[config.mk]
export PLATFORM = sky130hd
export DESIGN_NAME = mux_nx1_stream
export DESIGN_NICKNAME = d
export VERILOG_FILES = /design/src/rtl/mux_pkg.sv /design/src/rtl/rr_arbiter.sv /design/src/rtl/mux_nx1_stream.sv
export SDC_FILE = /design/constraint.sdc
export NUM_CORES = 1
export LEC_CHECK = 0
export ABC_AREA = 1
export BUFFER_PORTS_ARGS = -buffer_cell sky130_fd_sc_hd__buf_4
export CORE_MARGIN = 5
export CORE_UTILIZATION = 49
export DETAILED_ROUTE_END_ITERATION = 8
export PLACE_DENSITY = 0.95
export SLEW_MARGIN = 20
export SYNTH_ARGS = -nofsm -noshare
export SYNTH_HDL_FRONTEND = slang
export SYNTH_SLANG_ARGS = --single-unit
[constraint.sdc]
create_clock -name clk -period 2.8 [get_ports clk]
set_input_delay 0.56 -clock clk [delete_from_list [all_inputs] [get_ports clk]]
set_output_delay 0.56 -clock clk [all_outputs]
set_load 0.02 [all_outputs]
[src/rtl/mux_pkg.sv]
// Shared constants and helpers for the N:1 stream multiplexer.
package mux_pkg;

    localparam logic MODE_FIXED = 1'b0;
    localparam logic MODE_RR    = 1'b1;

    // A one-bit index is still needed when there are only one or two channels.
    function automatic int clog2_min1(input int n);
        return (n <= 2) ? 1 : $clog2(n);
    endfunction

endpackage

[src/rtl/rr_arbiter.sv]
// Round-robin one-hot grant: first set req bit at or after ptr, wrapping to 0.
// Latency: purely combinational.
// Backpressure: none; the caller qualifies the grant with its own load enable.
module rr_arbiter #(
    parameter int NUM_CH = 4,
    parameter int PTR_W  = 2
) (
    input  logic [NUM_CH-1:0] req,
    input  logic [PTR_W-1:0]  ptr,
    output logic [NUM_CH-1:0] grant
);

    logic [2*NUM_CH-1:0] req_dbl;
    logic [2*NUM_CH-1:0] gnt_dbl;
    logic [NUM_CH-1:0]   rot;
    logic [NUM_CH-1:0]   rot_gnt;
    logic                found;

    always_comb begin
        req_dbl = {req, req};
        // Rotating the doubled vector puts channel ptr at bit 0, so a plain
        // lowest-set-bit scan gives the wrap-around priority order.
        rot     = NUM_CH'(req_dbl >> ptr);
        rot_gnt = '0;
        found   = 1'b0;
        for (int i = 0; i < NUM_CH; i++) begin
            if (rot[i] && !found) begin
                rot_gnt[i] = 1'b1;
                found      = 1'b1;
            end
        end
        gnt_dbl = {{NUM_CH{1'b0}}, rot_gnt} << ptr;
        grant   = gnt_dbl[NUM_CH-1:0] | gnt_dbl[2*NUM_CH-1:NUM_CH];
    end

endmodule

[src/rtl/mux_nx1_stream.sv]
// N:1 valid/ready stream mux, fixed-select or round-robin, with a registered output.
// Latency: 1 cycle from input transfer to out_valid; 1 word/cycle with out_ready high.
// Backpressure: a held output word blocks every in_ready until the consumer drains it.
module mux_nx1_stream
    import mux_pkg::*;
#(
    parameter  int NUM_CH = 4,
    parameter  int DATA_W = 8,
    localparam int SEL_W  = clog2_min1(NUM_CH)
) (
    input  logic                     clk,
    input  logic                     rst_n,
    input  logic                     mode,
    input  logic [SEL_W-1:0]         sel,
    input  logic [NUM_CH-1:0]        in_valid,
    output logic [NUM_CH-1:0]        in_ready,
    input  logic [NUM_CH*DATA_W-1:0] in_data,
    output logic                     out_valid,
    input  logic                     out_ready,
    output logic [DATA_W-1:0]        out_data,
    output logic [SEL_W-1:0]         out_chan
);

    logic              load_en;
    logic [SEL_W-1:0]  rr_ptr;
    logic [SEL_W-1:0]  ptr_nxt;
    logic [NUM_CH-1:0] rr_gnt;
    logic [NUM_CH-1:0] fix_gnt;
    logic [NUM_CH-1:0] grant;
    logic [NUM_CH-1:0] xfer_vec;
    logic              xfer;
    logic [SEL_W-1:0]  xfer_idx;
    logic [DATA_W-1:0] xfer_dat;

    rr_arbiter #(
        .NUM_CH (NUM_CH),
        .PTR_W  (SEL_W)
    ) u_rr_arbiter (
        .req   (in_valid),
        .ptr   (rr_ptr),
        .grant (rr_gnt)
    );

    always_comb begin
        load_en = !out_valid || out_ready;

        // An out-of-range sel matches no channel, so it yields no grant.
        fix_gnt = '0;
        for (int i = 0; i < NUM_CH; i++) begin
            fix_gnt[i] = in_valid[i] && (sel == SEL_W'(i));
        end

        grant    = (mode == MODE_RR) ? rr_gnt : fix_gnt;
        in_ready = (rst_n && load_en) ? grant : '0;
        xfer_vec = in_valid & in_ready;
        xfer     = |xfer_vec;

        xfer_idx = '0;
        xfer_dat = '0;
        for (int i = 0; i < NUM_CH; i++) begin
            if (xfer_vec[i]) begin
                xfer_idx = xfer_idx | SEL_W'(i);
                xfer_dat = xfer_dat | in_data[i*DATA_W +: DATA_W];
            end
        end

        ptr_nxt = (xfer_idx == SEL_W'(NUM_CH - 1)) ? '0 : xfer_idx + SEL_W'(1);
    end

    always_ff @(posedge clk or negedge rst_n) begin
        if (!rst_n) begin
            out_valid <= 1'b0;
            out_data  <= '0;
            out_chan  <= '0;
            rr_ptr    <= '0;
        end else if (load_en) begin
            out_valid <= xfer;
            if (xfer) begin
                out_data <= xfer_dat;
                out_chan <= xfer_idx;
                if (mode == MODE_RR) begin
                    rr_ptr <= ptr_nxt;
                end
            end
        end
    end

endmodule
==> run_results.csv, run 1 <==
group,metric,value,unit
power,power,0.00142,W
timing,worst_pin_slew,0.410,ns
synthesis,yosysTopAreaCell,"nand2_1",
floorplanning,die_x,58.0,µm
route,drt_pre_antenna_iters,5,
floorplanning,dieHeight,58.0,µm
placement,dp_cells,266,
power,p_leak,0.937,nW
critical_path,worst_r2r_path_depth,15,
route,drc,0,
grt,grt_antenna_before_repair,0,
clock_tree,clock_path_buffers,2,
synthesis,yosysTopAreaCellShare,29.9,%
critical_path,cp_common_cell,"nand2_1",
synthesis,synthAdderAreaFrac,0,%
clock_tree,numCtsBuffers,3,
critical_path,crit_path_end_kind,"output port",
grt,grt_pass1_vias,1269,
synthesis,ys_seq_area_share,28.8,%
worst_hold_path,min_path_type,"primary input to async pin",
synthesis,synth_warnings,0,
critical_path,required,2.24,ns
critical_path,critical_path_class,"flop to output port",
critical_path,crit_slowest_cell,"dfrtp_2",
placement,port_buffers,56,
power,ir_worst_vdd,0.000586,V
placement,dp_hpwl,2.52,mm
cells_and_area,areaGrowthSynthToFinish,39.5,%
grt,grt_pass1_wl,5.18,mm
route,vias,1357,
synthesis,synth_top_family_by_area,"simple AND/OR/NAND/NOR gates",
critical_path,r2r-start,"rr_ptr[0]",
critical_path,worstPathCellList,"inv_8, nand2_1, nand3_2, nand2_2, nand2_2, nor2_1, nand2_1, nand2_1, nand2_1, nand3_1, nand2_2, inv_2, buf_4",
timing,fin_crit,2.60,ns
power,p_int,0.000695,W
clock_tree,cts_tree,"yes",
timing,tns,0,ns
floorplanning,row_count,17,
synthesis,synth_xor_area_share,0,%
synthesis,synth_compound_area_share,4.54,%
critical_path,critPathMaxFanout,10,
grt,grt_max_degree,15,
critical_path,cp-start-kind,"flop",
route,avgViaCountPerCell,5.03,
power,p_seq_share,27.5,%
floorplanning,initial_utilization,51.1,%
cells_and_area,layout.cells.non_filler,270,
clock_tree,htree_levels,1,
route,wirelength,3.03,mm
critical_path,cpPeakStageDelay,0.51,ns
clock_tree,cts_sinks,13,
power,p_switching,0.000723,W
clock_tree,insertion_delay,0.27,ns
clock_tree,cts_root_buffer,"clkbuf_4",
power,p_per_area,898,nW/µm²
cells_and_area,antenna_cells,0,
synthesis,synthesis.area,1130,µm²
timing,skew,0.00348,ns
grt,grt_usage,19.2,%
timing,period_share,92.9,%
cells_and_area,layout.nets,285,
route,drtIter0Drc,22,
synthesis,yosys.area_share.simple,57.7,%
route,avgRoutedWirePerCell,11.2,µm
power,swShare,51.0,%
floorplanning,fp.coreArea,2210,µm²
synthesis,syn_inst,185,
job,drv_cap,0,
power,clkPwrFrac,7.7,%
timing,hold_violations,0,
timing,rsz0062_at_grt,"no",
cells_and_area,drive_gt1_share,38.0,%
timing,relSlewSlack,72.4,%
grt,grt_overflow_total,0,
timing,final-max-slew-violation-count,0,
critical_path,reg2reg_setup_slack,0.78,ns
timing,setup_violations,0,
route,ant_nets,0,
power,combPwrFrac,64.7,%
placement,place.gp.congestion,0.863,
clock_tree,ctsHoldBuffers,0,
outcome,status,"complete, no violations",
synthesis,synth_area_per_cell,6.11,µm²
critical_path,r2r_end,"out_chan[1]",
floorplanning,die_area,3370,µm²
synthesis,ys_ff_latch,13,
critical_path,cp.arrival,2.04,ns
synthesis,synth_nets,227,
floorplanning,io_pins,57,
synthesis,synth.top_cells.by_area,"nand2_1, dfrtp_1, nand2_2, nand3_1, nor2_1",
synthesis,synthMuxAreaShare,0,%
timing,fmax,384,MHz
synthesis,synth_cell_types,19,
clock_tree,path_clk_slew,0.07,ns
==> flip-flops by register name (all words and copies together), names as in the netlist <==
signal     flops
rr_ptr         2
out_chan       2
out_valid      1
out_data       8
==> power by group through the flow <==
| stage | logic [W] | registers (W) | clock network [W] |
|---|---|---|---|
| floorplan | 0.000606 | 0.000441 | 0 |
| global placement | 0.000900 | 0.000389 | 0 |
| detailed placement | 0.000917 | 0.000390 | 0 |
| CTS | 0.000920 | 0.000389 | 0.000115 |
| global route | 0.00102 | 0.000407 | 0.000126 |
| finish | 0.000917 | 0.000390 | 0.000110 |
==> cell usage after synthesis <==
master and instances:
nand2_1 90, nand3_1 19, nand2_2 18, dfrtp_1 13, nor2_1 11, inv_1 8, inv_2 6, a21oi_1 4
buf_6 2, nand2_4 2, nand3_2 2, nand4_1 2, o21ai_1 2, buf_8 1, inv_8 1, nor2_4 1
o21ai_0 1, o21ai_2 1, o21bai_1 1
==> layout by cell type, fill, tap and decap left out, types with 3 or more instances in the layout <==
cell type and instances:
nor2_1 11, inv_2 6, a21oi_1 4, inv_1 8
nand2_1 90, clkbuf_4 3, nand3_1 19, buf_4 56
nand2_2 18, dfrtp_1 11
==> worst max-delay path, delay by kind of cell, from the launching register on <==
family                 cells  cell delay (ns)
and+or+nand+nor           10             0.84
DFF                        1             0.51
buffers and inverters      3             0.40
==> worst max-delay path by stage <==
stage,startpoint,end,depth (start not counted)
after detailed placement,in_valid[3],in_ready[0],13
after CTS,rr_ptr[0],in_ready[0],13
after floorplan,in_valid[3],in_ready[0],11
after global routing,rr_ptr[0],in_ready[0],13
final,rr_ptr[0],in_ready[0],13
after global placement,in_valid[3],in_ready[0],13
==> layout make-up <==
type	count	area, µm²
multi-input cells	154	704
fillers	189	634
repair buffers	56	420
flip-flops and latches	13	328
inverters	15	63.8
well taps	28	35.0
clock buffers	4	26.3
==> cell families (layout without fill, tap and decap cells) <==
logic type | Yosys count | after routing
buffers and inverters | 18 | 75
and+or+nand+nor | 145 | 145
AOI/OAI and AO/OA | 9 | 9
DFF | 13 | 13
==> stage by stage <==
stage / setup slack (ns) / cell area, µm² / hold WS (ns) / utilization [%]
3_5_place_dp: 0.375 / 1550 / 0.411 / 70.0
3_3_place_gp: 0.416 / 1550 / 0.410 / 70.0
4_1_cts: 0.0754 / 1580 / 0.116 / 71.2
6_report: 0.199 / 1580 / 0.123 / 71.3
2_1_floorplan: 0.792 / 1130 / 0.264 / -
5_1_grt: 0.0316 / 1580 / 0.118 / 71.3
==> metal layers <==
layer	track usage [%]	share of wire, %
met5	0	0
met4	4.64	1.3
met3	5.35	8.9
met2	34.2	51
met1	22.7	39
==> repair_timing <==
action                                 in CTS  in global routing
gates resized for setup                     0                  2
buffers inserted                            0                  0
setup endpoints to repair                   0                  4
endpoints found under the hold margin       0                  0
Power figures use the tool's default switching activity.
==> run 2, diff against run 1 <==
CORE_UTILIZATION = 51   (was 49)
CTS_BUF_LIST = sky130_fd_sc_hd__clkbuf_4   (was default)
==> run_results.csv, run 2 (synthesis results as in run 1) <==
group,metric,value,unit
cells_and_area,layout.nets,285,
cells_and_area,top_register,"out_data",
timing,skew,0.00132,ns
cells_and_area,final_cell_mix,"nand2_1, buf_4, nand3_1",
grt,grt_antenna_before_repair,0,
cells_and_area,layout.cells.non_filler,270,
critical_path,critPathMaxFanout,10,
power,combPwrFrac,64.0,%
clock_tree,clock_path_buffers,2,
grt,grt_pass1_wl,5.05,mm
grt,grt_pass1_vias,1291,
power,clkPwrFrac,8.8,%
clock_tree,path_clk_slew,0.07,ns
critical_path,cp-start-kind,"flop",
timing,relSlewSlack,68.3,%
route,drt_pre_antenna_iters,4,
critical_path,cp.arrival,2.01,ns
route,drtIter0Drc,30,
route,drc,0,
timing,fmax,389,MHz
cells_and_area,antenna_cells,0,
route,ant_nets,0,
cells_and_area,areaGrowthSynthToFinish,39.8,%
cells_and_area,drive_gt1_share,38.4,%
clock_tree,cts_sinks,13,
cells_and_area,largest_register_ffs,8,
clock_tree,insertion_delay,0.28,ns
route,vias,1327,
timing,hold_slack,0.106,ns
floorplanning,die_x,57.1,µm
critical_path,critical_path_class,"flop to output port",
clock_tree,cts_tree,"yes",
outcome,status,"complete, no violations",
grt,grt_overflow_total,0,
critical_path,crit_path_end_kind,"output port",
worst_hold_path,min_path_type,"primary input to async pin",
placement,place.gp.congestion,0.857,
critical_path,required,2.24,ns
timing,setup_violations,0,
grt,grt_max_degree,15,
timing,period_share,91.8,%
floorplanning,dieHeight,57.1,µm
timing,fin_crit,2.57,ns
placement,dp_hpwl,2.59,mm
power,p_per_area,906,nW/µm²
placement,port_buffers,56,
power,p_int,0.000704,W
floorplanning,initial_utilization,52.1,%
clock_tree,cts_root_buffer,"clkbuf_4",
placement,dp_slack,0.387,ns
floorplanning,fp.coreArea,2170,µm²
critical_path,r2r-start,"rr_ptr[0]",
critical_path,reg2reg_setup_slack,0.82,ns
route,wirelength,3.08,mm
timing,tns,0,ns
route,avgViaCountPerCell,4.91,
timing,rsz0062_at_grt,"no",
floorplanning,io_pins,57,
power,p_leak,0.940,nW
timing,worst_pin_slew,0.470,ns
grt,grt_usage,19.5,%
clock_tree,cts_setup_buffers,0,
critical_path,r2r_end,"out_chan[1]",
job,drv_cap,0,
power,ir_worst_vdd,0.000505,V
cells_and_area,layout_commonest_cell,"nand2_1",
power,p_switching,0.000728,W
cells_and_area,reg.largest.list,"out_data x8, out_chan x2, rr_ptr x2",
floorplanning,die_area,3260,µm²
critical_path,worst_r2r_path_depth,15,
timing,setup_ws,0.230,ns
clock_tree,htree_levels,1,
timing,final-max-slew-violation-count,0,
power,p_seq_share,27.2,%
floorplanning,row_count,17,
timing,hold_violations,0,
clock_tree,numCtsBuffers,3,
placement,dp_cells,266,
route,avgRoutedWirePerCell,11.4,µm
power,swShare,50.8,%
==> run 2: cell counts in the layout (fill, tap and decap cells not counted) <==
No cell type changed its count.
==> run 2: metal layers <==
| metal | wire length, µm | vias to the layer above | GRT usage [%] |
|---|---|---|---|
| li1 | - | 688 | - |
| met1 | 1200 | 591 | 21.4 |
| met2 | 1590 | 40 | 35.7 |
| met3 | 219 | 8 | 4.98 |
| met4 | 66 | 0 | 7.62 |
| met5 | 0 | - | 0 |
==> run 2: area by class of cell <==
class | instances | area (µm²)
multi-input cells | 154 | 704
fillers | 192 | 588
clock buffers | 4 | 30.0
repair buffers | 56 | 420
flip-flops and latches | 13 | 328
well taps | 28 | 35.0
inverters | 15 | 63.8
==> run 2: repair_timing <==
item / CTS / global route
setup endpoints to repair: 0 / 4
resized for setup: 0 / 2
hold buffers: 0 / 0
==> run 2: how the worst max path moves through the flow <==
stage	startpoint	end	slack, ns
final	rr_ptr[0]	in_ready[0]	0.23
after global routing	rr_ptr[1]	in_ready[0]	0.06
after CTS	rr_ptr[0]	in_ready[0]	0.09
after detailed placement	in_valid[3]	in_ready[0]	0.39
after global placement	in_valid[3]	in_ready[0]	0.42
after floorplan	in_valid[3]	in_ready[0]	0.79
==> run 2: stage by stage <==
stage | total power, W | utilization [%] | instance area [µm²]
after floorplan | 0.00105 | - | 1130
after global placement | 0.00129 | 71.4 | 1550
after detailed placement | 0.00131 | 71.4 | 1550
after CTS | 0.00144 | 72.8 | 1580
after global routing | 0.00155 | 72.9 | 1580
final | 0.00143 | 72.9 | 1580
==> run 2: critical path: stages, from the launching register on <==
cell and delay, ns:
dfrtp_2 0.52, inv_8 0.07, nand2_1 0.09, nand3_2 0.10
nand2_2 0.10, nand2_2 0.07, nor2_1 0.10, nand2_1 0.05
nand2_1 0.08, nand2_1 0.05, nand3_1 0.08, nand2_2 0.09
inv_2 0.16, buf_4 0.17
==> run 2: power by group through the flow <==
stage / Clock, W / Combinational, W / Sequential (W)
after floorplan: 0 / 0.000606 / 0.000441
after global placement: 0 / 0.000901 / 0.000389
after detailed placement: 0 / 0.000924 / 0.000387
after CTS: 0.000130 / 0.000924 / 0.000387
after global routing: 0.000134 / 0.00102 / 0.000403
final: 0.000127 / 0.000916 / 0.000390
